### src/rtl/mandelbrot_dispatcher.sv
// Frame scheduler: sweeps the pixel grid in raster order, shares pixels across the
// calculator cores, and writes each colour result to the frame buffer at y*MAX_X+x.

module mandelbrot_dispatcher #(
   parameter int unsigned          BIT_WIDTH       = 32,
   parameter int unsigned          FLOAT_PRECISION = 24,
   parameter int unsigned          MAX_X           = 64,
   parameter int unsigned          MAX_Y           = 48,
   parameter int unsigned          NUM_CORES       = 4,
   parameter int unsigned          ADDR_WIDTH      = 12,
   parameter logic [BIT_WIDTH-1:0] X_START         = 32'hFE000000,
   parameter logic [BIT_WIDTH-1:0] X_STEP          = 32'h00040000,
   parameter logic [BIT_WIDTH-1:0] Y_START         = 32'hFF000000,
   parameter logic [BIT_WIDTH-1:0] Y_STEP          = 32'h00040000
) (
   input  logic                           clk,
   input  logic                           rst,
   input  logic                           frame_start,
   output logic                           frame_busy,
   output logic                           frame_done,
   output logic [NUM_CORES-1:0]           core_start,
   output logic [NUM_CORES*BIT_WIDTH-1:0] core_real,
   output logic [NUM_CORES*BIT_WIDTH-1:0] core_imag,
   input  logic [NUM_CORES-1:0]           core_ready_for_input,
   input  logic [NUM_CORES-1:0]           core_out_ready,
   input  logic [NUM_CORES*BIT_WIDTH-1:0] core_colour,
   output logic                           fb_wr_en,
   output logic [ADDR_WIDTH-1:0]          fb_wr_addr,
   output logic [BIT_WIDTH-1:0]           fb_wr_data,
   input  logic                           fb_wr_ready
);

   localparam int unsigned XW = (MAX_X > 1) ? $clog2(MAX_X) : 1;
   localparam int unsigned YW = (MAX_Y > 1) ? $clog2(MAX_Y) : 1;
   localparam int unsigned CW = (NUM_CORES > 1) ? $clog2(NUM_CORES) : 1;
   localparam logic [XW-1:0] X_LAST = XW'(MAX_X - 1);
   localparam logic [YW-1:0] Y_LAST = YW'(MAX_Y - 1);
   localparam logic [CW-1:0] C_LAST = CW'(NUM_CORES - 1);

   if (FLOAT_PRECISION >= BIT_WIDTH || NUM_CORES < 1 || NUM_CORES > 8 ||
       MAX_X * MAX_Y > 2 ** ADDR_WIDTH) begin : g_bad_params
      $error("mandelbrot_dispatcher: illegal parameter combination");
   end

   typedef enum logic [1:0] {S_IDLE, S_RUN, S_DRAIN, S_DONE} state_t;
   typedef enum logic [1:0] {SLOT_FREE, SLOT_BUSY, SLOT_RESULT} slot_t;

   state_t                  state, state_nxt;
   logic [XW-1:0]           x;
   logic [YW-1:0]           y;
   logic [ADDR_WIDTH-1:0]   addr;
   logic [BIT_WIDTH-1:0]    re, im;

   slot_t                   slot_st     [NUM_CORES];
   logic [ADDR_WIDTH-1:0]   slot_addr   [NUM_CORES];
   logic [BIT_WIDTH-1:0]    slot_re     [NUM_CORES];
   logic [BIT_WIDTH-1:0]    slot_im     [NUM_CORES];
   logic [BIT_WIDTH-1:0]    slot_colour [NUM_CORES];
   logic [1:0]              slot_hold   [NUM_CORES];

   logic                    disp_ok;
   logic [CW-1:0]           disp_idx;
   logic                    last_pixel;
   logic                    all_free;

   logic [CW-1:0]           rr_ptr;
   logic                    rr_ok;
   logic [CW-1:0]           rr_idx;
   logic [CW-1:0]           jj;
   logic                    wr_lock;
   logic [CW-1:0]           wr_sel;
   logic [CW-1:0]           sel;
   logic                    wr_valid;
   logic                    wr_done;

   // Dispatch target: lowest-index free slot whose core can take a start.
   always_comb begin
      disp_ok  = 1'b0;
      disp_idx = '0;
      all_free = 1'b1;
      for (int unsigned i = 0; i < NUM_CORES; i++) begin
         if (slot_st[i] != SLOT_FREE) all_free = 1'b0;
         if (state == S_RUN && !disp_ok && slot_st[i] == SLOT_FREE &&
             core_ready_for_input[i]) begin
            disp_ok  = 1'b1;
            disp_idx = CW'(i);
         end
      end
   end

   assign last_pixel = (x == X_LAST) && (y == Y_LAST);

   // Once a write is presented it is locked until accepted, so a newly arriving
   // result can never change the address/data under a stalled write.
   always_comb begin
      rr_ok  = 1'b0;
      rr_idx = '0;
      jj     = '0;
      for (int unsigned k = 0; k < NUM_CORES; k++) begin
         jj = CW'((32'(rr_ptr) + k) % NUM_CORES);
         if (!rr_ok && slot_st[jj] == SLOT_RESULT) begin
            rr_ok  = 1'b1;
            rr_idx = jj;
         end
      end
      sel        = wr_lock ? wr_sel : rr_idx;
      wr_valid   = wr_lock | rr_ok;
      wr_done    = wr_valid & fb_wr_ready;
      fb_wr_en   = wr_valid;
      fb_wr_addr = wr_valid ? slot_addr[sel]   : '0;
      fb_wr_data = wr_valid ? slot_colour[sel] : '0;
   end

   always_comb begin
      core_real = '0;
      core_imag = '0;
      for (int unsigned i = 0; i < NUM_CORES; i++) begin
         core_real[i*BIT_WIDTH +: BIT_WIDTH] = slot_re[i];
         core_imag[i*BIT_WIDTH +: BIT_WIDTH] = slot_im[i];
      end
   end

   always_ff @(posedge clk or posedge rst) begin
      if (rst) state <= S_IDLE;
      else     state <= state_nxt;
   end

   always_comb begin
      state_nxt  = state;
      frame_busy = (state != S_IDLE);
      frame_done = (state == S_DONE);
      case (state)
         S_IDLE:  if (frame_start) state_nxt = S_RUN;
         S_RUN:   if (disp_ok && last_pixel) state_nxt = S_DRAIN;
         S_DRAIN: if (all_free) state_nxt = S_DONE;
         S_DONE:  state_nxt = S_IDLE;
         default: state_nxt = S_IDLE;
      endcase
   end

   always_ff @(posedge clk or posedge rst) begin
      if (rst) begin
         x    <= '0;
         y    <= '0;
         addr <= '0;
         re   <= '0;
         im   <= '0;
      end else if (state == S_IDLE && frame_start) begin
         x    <= '0;
         y    <= '0;
         addr <= '0;
         re   <= X_START;
         im   <= Y_START;
      end else if (disp_ok) begin
         addr <= addr + 1'b1;
         if (x == X_LAST) begin
            x  <= '0;
            re <= X_START;
            y  <= y + 1'b1;
            im <= im + Y_STEP;
         end else begin
            x  <= x + 1'b1;
            re <= re + X_STEP;
         end
      end
   end

   always_ff @(posedge clk or posedge rst) begin
      if (rst) begin
         core_start <= '0;
         wr_lock    <= 1'b0;
         wr_sel     <= '0;
         rr_ptr     <= '0;
         for (int unsigned i = 0; i < NUM_CORES; i++) begin
            slot_st[i]     <= SLOT_FREE;
            slot_addr[i]   <= '0;
            slot_re[i]     <= '0;
            slot_im[i]     <= '0;
            slot_colour[i] <= '0;
            slot_hold[i]   <= '0;
         end
      end else begin
         core_start <= '0;
         if (wr_done) begin
            wr_lock <= 1'b0;
            rr_ptr  <= (sel == C_LAST) ? '0 : sel + 1'b1;
         end else if (wr_valid) begin
            wr_lock <= 1'b1;
            wr_sel  <= sel;
         end
         for (int unsigned i = 0; i < NUM_CORES; i++) begin
            case (slot_st[i])
               SLOT_FREE: begin
                  if (disp_ok && disp_idx == CW'(i)) begin
                     slot_st[i]    <= SLOT_BUSY;
                     slot_addr[i]  <= addr;
                     slot_re[i]    <= re;
                     slot_im[i]    <= im;
                     slot_hold[i]  <= 2'd2;
                     core_start[i] <= 1'b1;
                  end
               end
               // Output-ready is blind during the start cycle and the one after.
               SLOT_BUSY: begin
                  if (slot_hold[i] != 2'd0) begin
                     slot_hold[i] <= slot_hold[i] - 2'd1;
                  end else if (core_out_ready[i]) begin
                     slot_colour[i] <= core_colour[i*BIT_WIDTH +: BIT_WIDTH];
                     slot_st[i]     <= SLOT_RESULT;
                  end
               end
               SLOT_RESULT: begin
                  if (wr_done && sel == CW'(i)) slot_st[i] <= SLOT_FREE;
               end
               default: slot_st[i] <= SLOT_FREE;
            endcase
         end
      end
   end

endmodule
### config.mk
export PLATFORM = sky130hd
export DESIGN_NAME = mandelbrot_dispatcher
export DESIGN_NICKNAME = d
export VERILOG_FILES = /design/src/rtl/mandelbrot_dispatcher.sv
export SDC_FILE = /design/constraint.sdc
export NUM_CORES = 1
export LEC_CHECK = 0
export BUFFER_PORTS_ARGS = -buffer_cell sky130_fd_sc_hd__buf_2
export CORE_ASPECT_RATIO = 2
export CORE_MARGIN = 1
export CORE_UTILIZATION = 26
export CTS_CLUSTER_SIZE = 10
export DETAILED_ROUTE_END_ITERATION = 8
export PLACE_DENSITY = 0.48
export SLEW_MARGIN = 20
export SYNTH_ARGS = -nofsm -noshare
export SYNTH_HDL_FRONTEND = slang
export SYNTH_SLANG_ARGS = --single-unit
export TNS_END_PERCENT = 5
### constraint.sdc
create_clock -name clk -period 12.1 [get_ports clk]
set_input_delay 1.21 -clock clk [delete_from_list [all_inputs] [get_ports clk]]
set_output_delay 1.21 -clock clk [all_outputs]
set_load 0.1 [all_outputs]
==> results of run 1 <==
## final cells by class
type	count	area [sq um]
diodes	3	7.51
clock buffers	50	1140
clock inverters	3	32.5
fillers	6980	47000
inverters	24	98.8
multi-input cells	1064	7640
flip-flops and latches	367	9180
well taps	890	1110
repair buffers	322	1690
## cells by family (layout without fill, tap and decap cells)
kind of cell               after synthesis  count (layout)
DFF                                    367             367
xor gates and xnor gates                31              31
muxes                                  289             289
adders and majority gates               18              18
AOI/OAI and AO/OA                      171             171
other                                    1             147
and+or+nand+nor                        411             411
buffers and inverters                  268             399
## sequential cells by signal (all words and copies together), names as in the netlist, 8 cells and up
| register | cells |
|---|---|
| addr | 12 |
| core_imag | 56 |
| core_real | 56 |
| im | 14 |
| re | 14 |
| slot_addr | 48 |
| slot_colour | 128 |
| slot_hold | 8 |
| slot_st | 8 |
## per-layer routing
metal | global-route usage | vias to the layer above | wire, um
met1 | 0.162 | 6270 | 20000
met3 | 0.0236 | 112 | 2500
met4 | 0.0752 | 6 | 2490
li1 | - | 5654 | -
met5 | 0 | - | 41
met2 | 0.287 | 486 | 28600
## worst paths after layout
path / from / end
worst min register to register: slot_addr[47]$_DFFE_PP0P_ / slot_addr[47]$_DFFE_PP0P_
max in group asynchronous: rst / slot_colour[61]$_DFFE_PP0P_
worst min-delay path: slot_addr[47]$_DFFE_PP0P_ / slot_addr[47]$_DFFE_PP0P_
worst max-delay path: slot_st[6]$_DFFE_PP0P_ / fb_wr_data[3]
min in group asynchronous: rst / core_real[114]$_DFFE_PP0P_
worst max register to register: slot_st[2]$_DFFE_PP0P_ / core_imag[83]$_DFFE_PP0P_
## through the flow
stage	setup WS, ns	hold WS (ns)	util	area [sq um]	cells
floorplan	0.701	0.438	-	18400	1699
finish	7.23	0.469	0.308	20900	2723
detailed placement	7.67	0.454	0.290	19700	2666
global route	7.06	0.485	0.308	20900	2722
CTS	7.04	0.468	0.307	20900	2719
global placement	7.72	0.451	0.290	19700	2666
## synthesized netlist by cell type, types with 22 or more instances
cell / count
dfrtp_1: 367
mux2_2: 233
nand2_1: 170
buf_4: 148
and2_1: 94
a32oi_1: 88
clkbuf_1: 61
mux2i_1: 48
nor2_1: 36
o21ai_0: 35
a21oi_1: 25
buf_2: 25
nand3_1: 24
nor3_1: 22
## critical path, stage by stage, from the launching register on
cell and delay, ns:
dfrtp_1 0.43, nand3b_1 0.23, a311oi_2 0.42, or3_4 0.70, buf_12 0.30, a32oi_1 0.16, mux2i_1 0.33, buf_2 0.49
==> results.md, run 1 <==
* Run status: complete, no violations
* Proportion of synthesized area in mux cells at 0.179
* Worst EP required at 10.89 ns
* Area share of the largest cell type after synthesis at 0.514
* TritonRoute pass-1 iters at 7
* Max Slew Vio Count at 0
* Hold Path Class: register to register
* Postcts setup bufs at 0
* Reg2reg setup slack at 9.36 ns
* Top Ports at 447
* Largest cells by area after synthesis: dfrtp_1, mux2_2, buf_4, a32oi_1, nand2_1
* Vias per Instance at 4.60
* CTS buffer count at 43
* Seq/Total Area, Yosys at 0.514
* Worst skew pair latency at 0.57 ns
* Row Count at 135
* Arrival @ worst endpoint at 3.66 ns
* Final setup vio count at 0
* Worst Path Max Fanout at 53
* Commonest non-fill, non-tap cells in the layout: dfrtp_1, buf_2, mux2_2
* Hold path cells at 2
* Initial DRC Count at 401
* Max Cap Viol at 0
* Register bit total from synthesis at ~370
* Die footprint at roughly 70000 sq um
* CTS max path bufs at 3
* Routed Antenna Nets at 0
* Gp weighted congestion at 0.803
* First-pass GRT wire length at between 80 and 90 mm
* Fmax at 205 MHz
* Final hold vios at 0
* Period Utilization, post-route at 0.403
* Largest net degree at the start of global routing at 158
* Worst-Margin Slew at between 0.9 and 1 ns
* Initial antenna violation count at 5
* Largest family of logic cells by synthesized area: multiplexers
* Die Y at 373 um
* DR vias at about 13k
* CTS tree: done
* P&R area growth vs syn at 17.0%
* Kind of critical path: register to output port
* Clk sink count at 367
* Fin crit period at 4.87 ns
* Post_cts resized at 0
* Total GRT Usage at 0.153
* Simple logic cell fraction of the synthesized area at 0.116
* Number of port buffers at 302
* Worst Skew at 0.0212 ns
* Mapped cell area at around 18000 sq um
* Synth Flop Type: dfrtp_1
* Synth cell types at 54
* Xor/xnor share of the synthesized area at 0.0152
* Post-synthesis compound-gate area fraction at 0.0729
* Starting Density at 0.263
* Fraction of layout cells with a size suffix above 1 at 0.342
* Routed len/inst at 19.7 um
* DP HPWL at 35.3 mm
* Reg2Reg Depth at 4
* Setup total negative slack at 0 ns
* Kind of start point of the critical path: register
* Cells after Synth at 1556
* # H-tree levels at 2
* Post-synth EDFFs at 0
* Area leader, netlist: dfrtp_1
* Async SR Flop Fraction at 1.00
* Residual DRC count at 0
* Root buffer cell: clkbuf_16
* Synth Area per Inst at 11.5 sq um
* Die X at 187 um
* # nets final at 1980
* Hold-fix buffer count after cts at 0
* Post-synthesis adder-cell area fraction at 0.0126
* Core area at ~68000 sq um
* Commonest non-fill, non-tap cell in the layout: dfrtp_1
* Warnings from Yosys at 0
* Crit path capture type: output port
* Unrepaired setup endpoints after global routing: no
* Routed WL at ~54 mm
* Reg clk slew, reported paths at ~0.06 ns
* Vias in the first global route at 12.8k
* Slew margin rel. at 0.337
* Total congestion overflow at 0
Power of run 1 is not shown: default switching activity piles up to over one toggle a cycle in this logic, so the estimate is an artifact.
==> run 2, diff against run 1 <==
- PLACE_DENSITY: 0.48 -> 0.47
- clock period: 12.1 -> 4.5 ns (I/O delays scaled with it)
==> run 2 against run 1 <==
The run now ends with hold timing left. Routed wire length grew 2.6%. Cell count increased by 0.26%. Design area up 0.74%. Global-route usage rose by 0.31 points. Flip-flop and latch count is the same. Die area unchanged. Register-to-register slack got worse by 7.6 ns. Clock-buffer cell count down 3. Clock skew rose by 0.0082 ns. Critical path depth did not move. Core utilization is 0.23 points higher. Critical path type unchanged. Worst setup slack got worse by 6.7 ns.
==> results.md, run 2 (synthesis gave the netlist of run 1 again) <==
* Fin crit period at 3.99 ns
* Fmax at around 250 MHz
* Postcts setup bufs at 0 (unchanged)
* Fillers at 6968 (was 6980)
* Core area at 67900 sq um (unchanged)
* DP HPWL at 37.8 mm (was 35.3 mm)
* Number of flip-flops in the largest register at 128 (unchanged)
* Gp weighted congestion at 0.829 (was 0.803)
* DR vias at 12.6k (was 12.5k)
* Initial antenna violation count at 6 (was 5)
* Number of port buffers at 302 (unchanged)
* Cells along the critical path: nand3b_1, a311oi_2, or3_4, buf_4, a32oi_1, mux2i_1, buf_2 (was nand3b_1, a311oi_2, or3_4, buf_12, a32oi_1, mux2i_1, buf_2)
* Worst r2r dst: core_real[119]$_DFFE_PP0P_ (was core_imag[83]$_DFFE_PP0P_)
* Clk sink count at 367 (unchanged)
* Root buffer cell: clkbuf_16 (unchanged)
* Period Utilization, post-route at 0.887
* Failing checks: hold timing
* Run status: finished with violations (was complete, no violations)
* Worst path max stage delay at 0.72 ns (was 0.70 ns)
* Total congestion overflow at 0 (unchanged)
* Crit path capture type: output port (unchanged)
* Worst Skew at 0.0293 ns (was 0.0212 ns)
* Worst-Margin Slew at 0.979 ns (was 0.993 ns)
* # nets final at 1991 (was 1980)
* Commonest non-fill, non-tap cells in the layout: dfrtp_1, buf_2, mux2_2 (unchanged)
* Residual DRC count at 0 (unchanged)
* Kind of start point of the critical path: register (unchanged)
* Starting Density at 0.263 (unchanged)
* Kind of critical path: register to output port (unchanged)
* Max Cap Viol at 0 (unchanged)
* Initial DRC Count at 525 (was 401)
* Arrival @ worst endpoint at 3.54 ns (was 3.66 ns)
* Vias in the first global route at 13.2k (was 12.8k)
* Unrepaired setup endpoints after global routing: no (unchanged)
* Worst Path Max Fanout at 50 (was 53)
* Setup total negative slack at 0 ns (unchanged)
* CTS tree: done (unchanged)
* Row Count at 135 (unchanged)
* Slowest cell on the critical path: or3_4 (unchanged)
* TritonRoute pass-1 iters at 5 (was 7)
* Final setup vio count at 0 (unchanged)
* Reg2Reg Depth at 5 (was 4)
* Die Y at 373 um (unchanged)
* Worst skew pair latency at 0.57 ns (about the same)
* Slew margin rel. at 0.346 (was 0.337)
* Reg2reg setup slack at 1.77 ns (was 9.36 ns)
* Routed WL at 55.0 mm (was 53.6 mm)
* Hold-fix buffer count after cts at 0 (unchanged)
* Commonest non-fill, non-tap cell in the layout: dfrtp_1 (unchanged)
* Largest net degree at the start of global routing at 141 (was 158)
* Hold Path Class: input port to async pin (was register to register)
* Reg-to-reg critical path startpoint: state[1]$_DFFE_PP0P_ (was slot_st[2]$_DFFE_PP0P_)
* CTS max path bufs at 3 (unchanged)
* Final WS setup at 0.509 ns (was 7.23 ns)
* Final hold vios at 1 (was 0)
* Area after DPL at 19900 sq um (was 19700 sq um)
* Die footprint at 69800 sq um (unchanged)
* WHS at -0.000619 ns (was 0.469 ns)
* Post_cts resized at 0 (unchanged)
* Routed len/inst at 20.1 um (was 19.7 um)
* Die X at 187 um (unchanged)
* # H-tree levels at 2 (unchanged)
* Reg clk slew, reported paths at 0.06 ns (about the same)
* Largest Register: slot_colour (unchanged)
* Worst EP required at 4.05 ns (was 10.89 ns)
* Fraction of layout cells with a size suffix above 1 at 0.346 (was 0.342)
* Max Slew Vio Count at 0 (unchanged)
* Finished Cell Area at 21100 sq um (was 20900 sq um)
* First-pass GRT wire length at 82.4 mm (was 80.8 mm)
* CTS buffer count at 43 (unchanged)
* Vias per Instance at 4.63 (was 4.60)
* Total GRT Usage at 0.156 (was 0.153)
* P&R area growth vs syn at 17.9% (was 17.0%)
* Routed Antenna Nets at 0 (unchanged)
* Top Ports at 447 (unchanged)
* Pre-CTS setup slack at 1.12 ns (was 7.67 ns)
## run 2: cell count changes in the layout (fill, tap and decap cells not counted), sizes merged
| cell | delta |
|---|---|
| clkbuf | -3 |
| buf | +11 |
| diode | -2 |
| bufinv | +1 |
| inv | -1 |
| clkinvlp | +1 |
## run 2: cell type report
type	count	area (sq um)	area share
flip-flops and latches	367	9180	0.436
multi-input cells	1064	7640	0.363
repair buffers	333	1840	0.0875
clock buffers	47	1120	0.0533
well taps	890	1110	0.0529
inverters	24	95.1	0.00451
clock inverters	4	62.6	0.00297
diodes	1	2.50	0.000119
## run 2: worst max-delay path by stage
stage                                 from                   to  slack, ns  cells after the start
floorplan                              rst  addr[0]$_DFFE_PP0P_      -0.87                      1
detailed placement  slot_st[6]$_DFFE_PP0P_        fb_wr_addr[0]       1.12                      6
CTS                 slot_st[6]$_DFFE_PP0P_        fb_wr_addr[0]       0.48                      6
finish              slot_st[6]$_DFFE_PP0P_       fb_wr_data[19]       0.51                      7
global placement    slot_st[4]$_DFFE_PP0P_        fb_wr_addr[0]       1.16                      6
global route        slot_st[6]$_DFFE_PP0P_        fb_wr_data[1]       0.40                      7
## run 2: through the flow
| stage | cells | util | hold slack [ns] |
|---|---|---|---|
| after floorplan | 1699 | - | 0.438 |
| after global placement | 2678 | 0.293 | 0.450 |
| after detailed placement | 2678 | 0.293 | 0.457 |
| after CTS | 2729 | 0.310 | 0.00578 |
| after global routing | 2730 | 0.310 | 0.0267 |
| final | 2730 | 0.310 | -0.000619 |
## run 2: critical path: cells and delay by family, from the launching register on
kind            cells  cell delay (ns)
flops               1             0.44
simple gates        2             0.94
mux                 1             0.22
buf+inv             2             0.78
compound gates      2             0.54
## run 2: per-layer routing
layer,part of all wire,GRT usage
met5,0.00073,0
met2,0.52,0.286
met4,0.045,0.0766
met3,0.056,0.0293
met1,0.38,0.169
Power of run 2 is left out for the same reason.
==> run 3, diff against run 2 <==
- CORE_UTILIZATION: 26 -> 40
- PLACE_DENSITY: 0.47 -> 0.65
==> run 3 against run 2 <==
The flow now finishes without violations. Routed wire length decreased by 15%. Design area decreased by 2.8%. Worst setup slack improved by 0.062 ns. Critical path depth unchanged. Cell count decreased by 12%. Hold slack improved by 0.013 ns. Highest routed layer unchanged.
==> results.md, run 3 (synthesis gave the netlist of run 1 again) <==
* Run status: complete, no violations (was finished with violations)
* Worst r2r dst: slot_addr[28]$_DFFE_PP0P_ (was core_real[119]$_DFFE_PP0P_)
* Largest net degree at the start of global routing at 119 (was 141)
* Gp weighted congestion at 0.845 (was 0.829)
* Fmax at 254 MHz (was 251 MHz)
* Commonest non-fill, non-tap cell in the layout: dfrtp_1 (unchanged)
* Reg2Reg Depth at 4 (was 5)
* Max Slew Vio Count at 0 (unchanged)
* Initial DRC Count at 407 (was 525)
* Arrival @ worst endpoint at 3.48 ns (was 3.54 ns)
* Final setup vio count at 0 (unchanged)
* Worst EP required at 4.05 ns (about the same)
* DR vias at 12.5k (was 12.6k)
* Kind of start point of the critical path: register (unchanged)
* CTS buffer count at 43 (unchanged)
* Die footprint at 45600 sq um (was 69800 sq um)
* Period Utilization, post-route at 0.873 (was 0.887)
* Number of port buffers at 302 (unchanged)
* Routed len/inst at 19.6 um (was 20.1 um)
* Postcts setup bufs at 0 (unchanged)
* Fin crit period at 3.93 ns (was 3.99 ns)
* Worst skew pair latency at 0.54 ns (was 0.57 ns)
* Worst Path Max Fanout at 45 (was 50)
* Fillers at 4105 (was 6968)
* Reg clk slew, reported paths at 0.06 ns (about the same)
* Top Ports at 447 (unchanged)
* P&R area growth vs syn at 14.7% (was 17.9%)
* Commonest non-fill, non-tap cells in the layout: dfrtp_1, buf_2, mux2_2 (unchanged)
* Root buffer cell: clkbuf_16 (unchanged)
* Total congestion overflow at 0 (unchanged)
* Crit path capture type: output port (unchanged)
* Number of flip-flops in the largest register at 128 (unchanged)
* TritonRoute pass-1 iters at 6 (was 5)
* Slew margin rel. at 0.359 (was 0.346)
* CTS tree: done (unchanged)
* Fraction of layout cells with a size suffix above 1 at 0.343 (was 0.346)
* Routed met2 length at 25.7 mm (was 28.7 mm)
* Die Y at 301 um (was 373 um)
* WHS at 0.0123 ns (was -0.000619 ns)
* First-pass GRT wire length at 72.1 mm (was 82.4 mm)
* Vias in the first global route at 12.9k (was 13.2k)
* Clk sink count at 367 (unchanged)
* Pre-CTS setup slack at 1.12 ns (about the same)
* Final hold vios at 0 (was 1)
* CTS max path bufs at 3 (unchanged)
* Routed WL at 46.9 mm (was 55.0 mm)
* M1 WL at 16.8 mm (was 20.7 mm)
* Routed Antenna Nets at 0 (unchanged)
* Worst Skew at 0.0179 ns (was 0.0293 ns)
* Total GRT Usage at 0.207 (was 0.156)
* Residual DRC count at 0 (unchanged)
* Initial antenna violation count at 8 (was 6)
* Worst-Margin Slew at 0.956 ns (was 0.979 ns)
* # H-tree levels at 2 (unchanged)
* Die X at 151 um (was 187 um)
* Kind of critical path: register to output port (unchanged)
* Unrepaired setup endpoints after global routing: no (unchanged)
* Starting Density at 0.404 (was 0.263)
* Max Cap Viol at 0 (unchanged)
* # nets final at 1984 (was 1991)
* Vias per Instance at 5.25 (was 4.63)
* Max Used Layer: met5 (unchanged)
* Met3 wire len at 2.27 mm (was 3.09 mm)
* DP HPWL at 31.9 mm (was 37.8 mm)
* Core area at 44200 sq um (was 67900 sq um)
* Largest Register: slot_colour (unchanged)
* Hold-fix buffer count after cts at 0 (unchanged)
* Row Count at 109 (was 135)
* Reg2reg setup slack at 1.81 ns (was 1.77 ns)
* Reg-to-reg critical path startpoint: slot_st[4]$_DFFE_PP0P_ (was state[1]$_DFFE_PP0P_)
* Hold Path Class: input port to async pin (unchanged)
* Post_cts resized at 0 (unchanged)
* Final WS setup at 0.571 ns (was 0.509 ns)
-- run 3: cell types whose count changed in the layout (fill, tap and decap cells not counted), sizes merged --
cell,before,now
clkinv,2,0
diode,1,4
buf,333,326
inv,23,25
clkinvlp,2,1
bufinv,1,0
-- run 3: layout make-up --
cell class	count	area [sq um]	area share
Antenna cell	4	10.0	0.000489
Clock buffer	47	1100	0.0538
Clock inverter	2	17.5	0.000855
Inverter	24	93.8	0.00458
Multi-Input combinational cell	1064	7630	0.372
Sequential cell	367	9180	0.448
Tap cell	555	694	0.0339
Timing Repair Buffer	326	1750	0.0856
-- run 3: metrics by stage --
step | cells | instance area [sq um] | util | setup TNS, ns
6_report | 2389 | 20500 | 0.464 | 0
2_1_floorplan | 1699 | 18400 | - | -320.83
3_5_place_dp | 2336 | 19400 | 0.438 | 0
4_1_cts | 2385 | 20500 | 0.463 | 0
3_3_place_gp | 2336 | 19400 | 0.438 | 0
5_1_grt | 2388 | 20500 | 0.464 | 0
-- run 3: how the worst max path moves through the flow --
stage                                 startpoint                   to  slack [ns]  depth (start not counted)
after detailed placement  slot_st[2]$_DFFE_PP0P_       fb_wr_addr[11]        1.12                          7
after global placement    slot_st[2]$_DFFE_PP0P_       fb_wr_addr[11]        1.16                          7
after floorplan                              rst  addr[0]$_DFFE_PP0P_       -0.87                          1
after global routing      slot_st[6]$_DFFE_PP0P_       fb_wr_data[11]        0.39                          7
final                     slot_st[6]$_DFFE_PP0P_        fb_wr_data[8]        0.57                          7
after CTS                 slot_st[2]$_DFFE_PP0P_       fb_wr_addr[11]        0.53                          7
-- run 3: layer usage --
metal  vias to the layer above  track usage
li1                       5681            -
met1                      6281        0.215
met2                       463        0.393
met3                       106       0.0323
met4                         6       0.0962
met5                         -            0
-- run 3: worst max-delay path: stages (launching register included) --
cell	delay [ns]
dfrtp_1	0.43
nand3b_1	0.25
a311oi_2	0.44
or3_4	0.56
buf_12	0.31
a32oi_1	0.14
mux2i_1	0.29
buf_2	0.49
Power of run 3 is left out for the same reason.
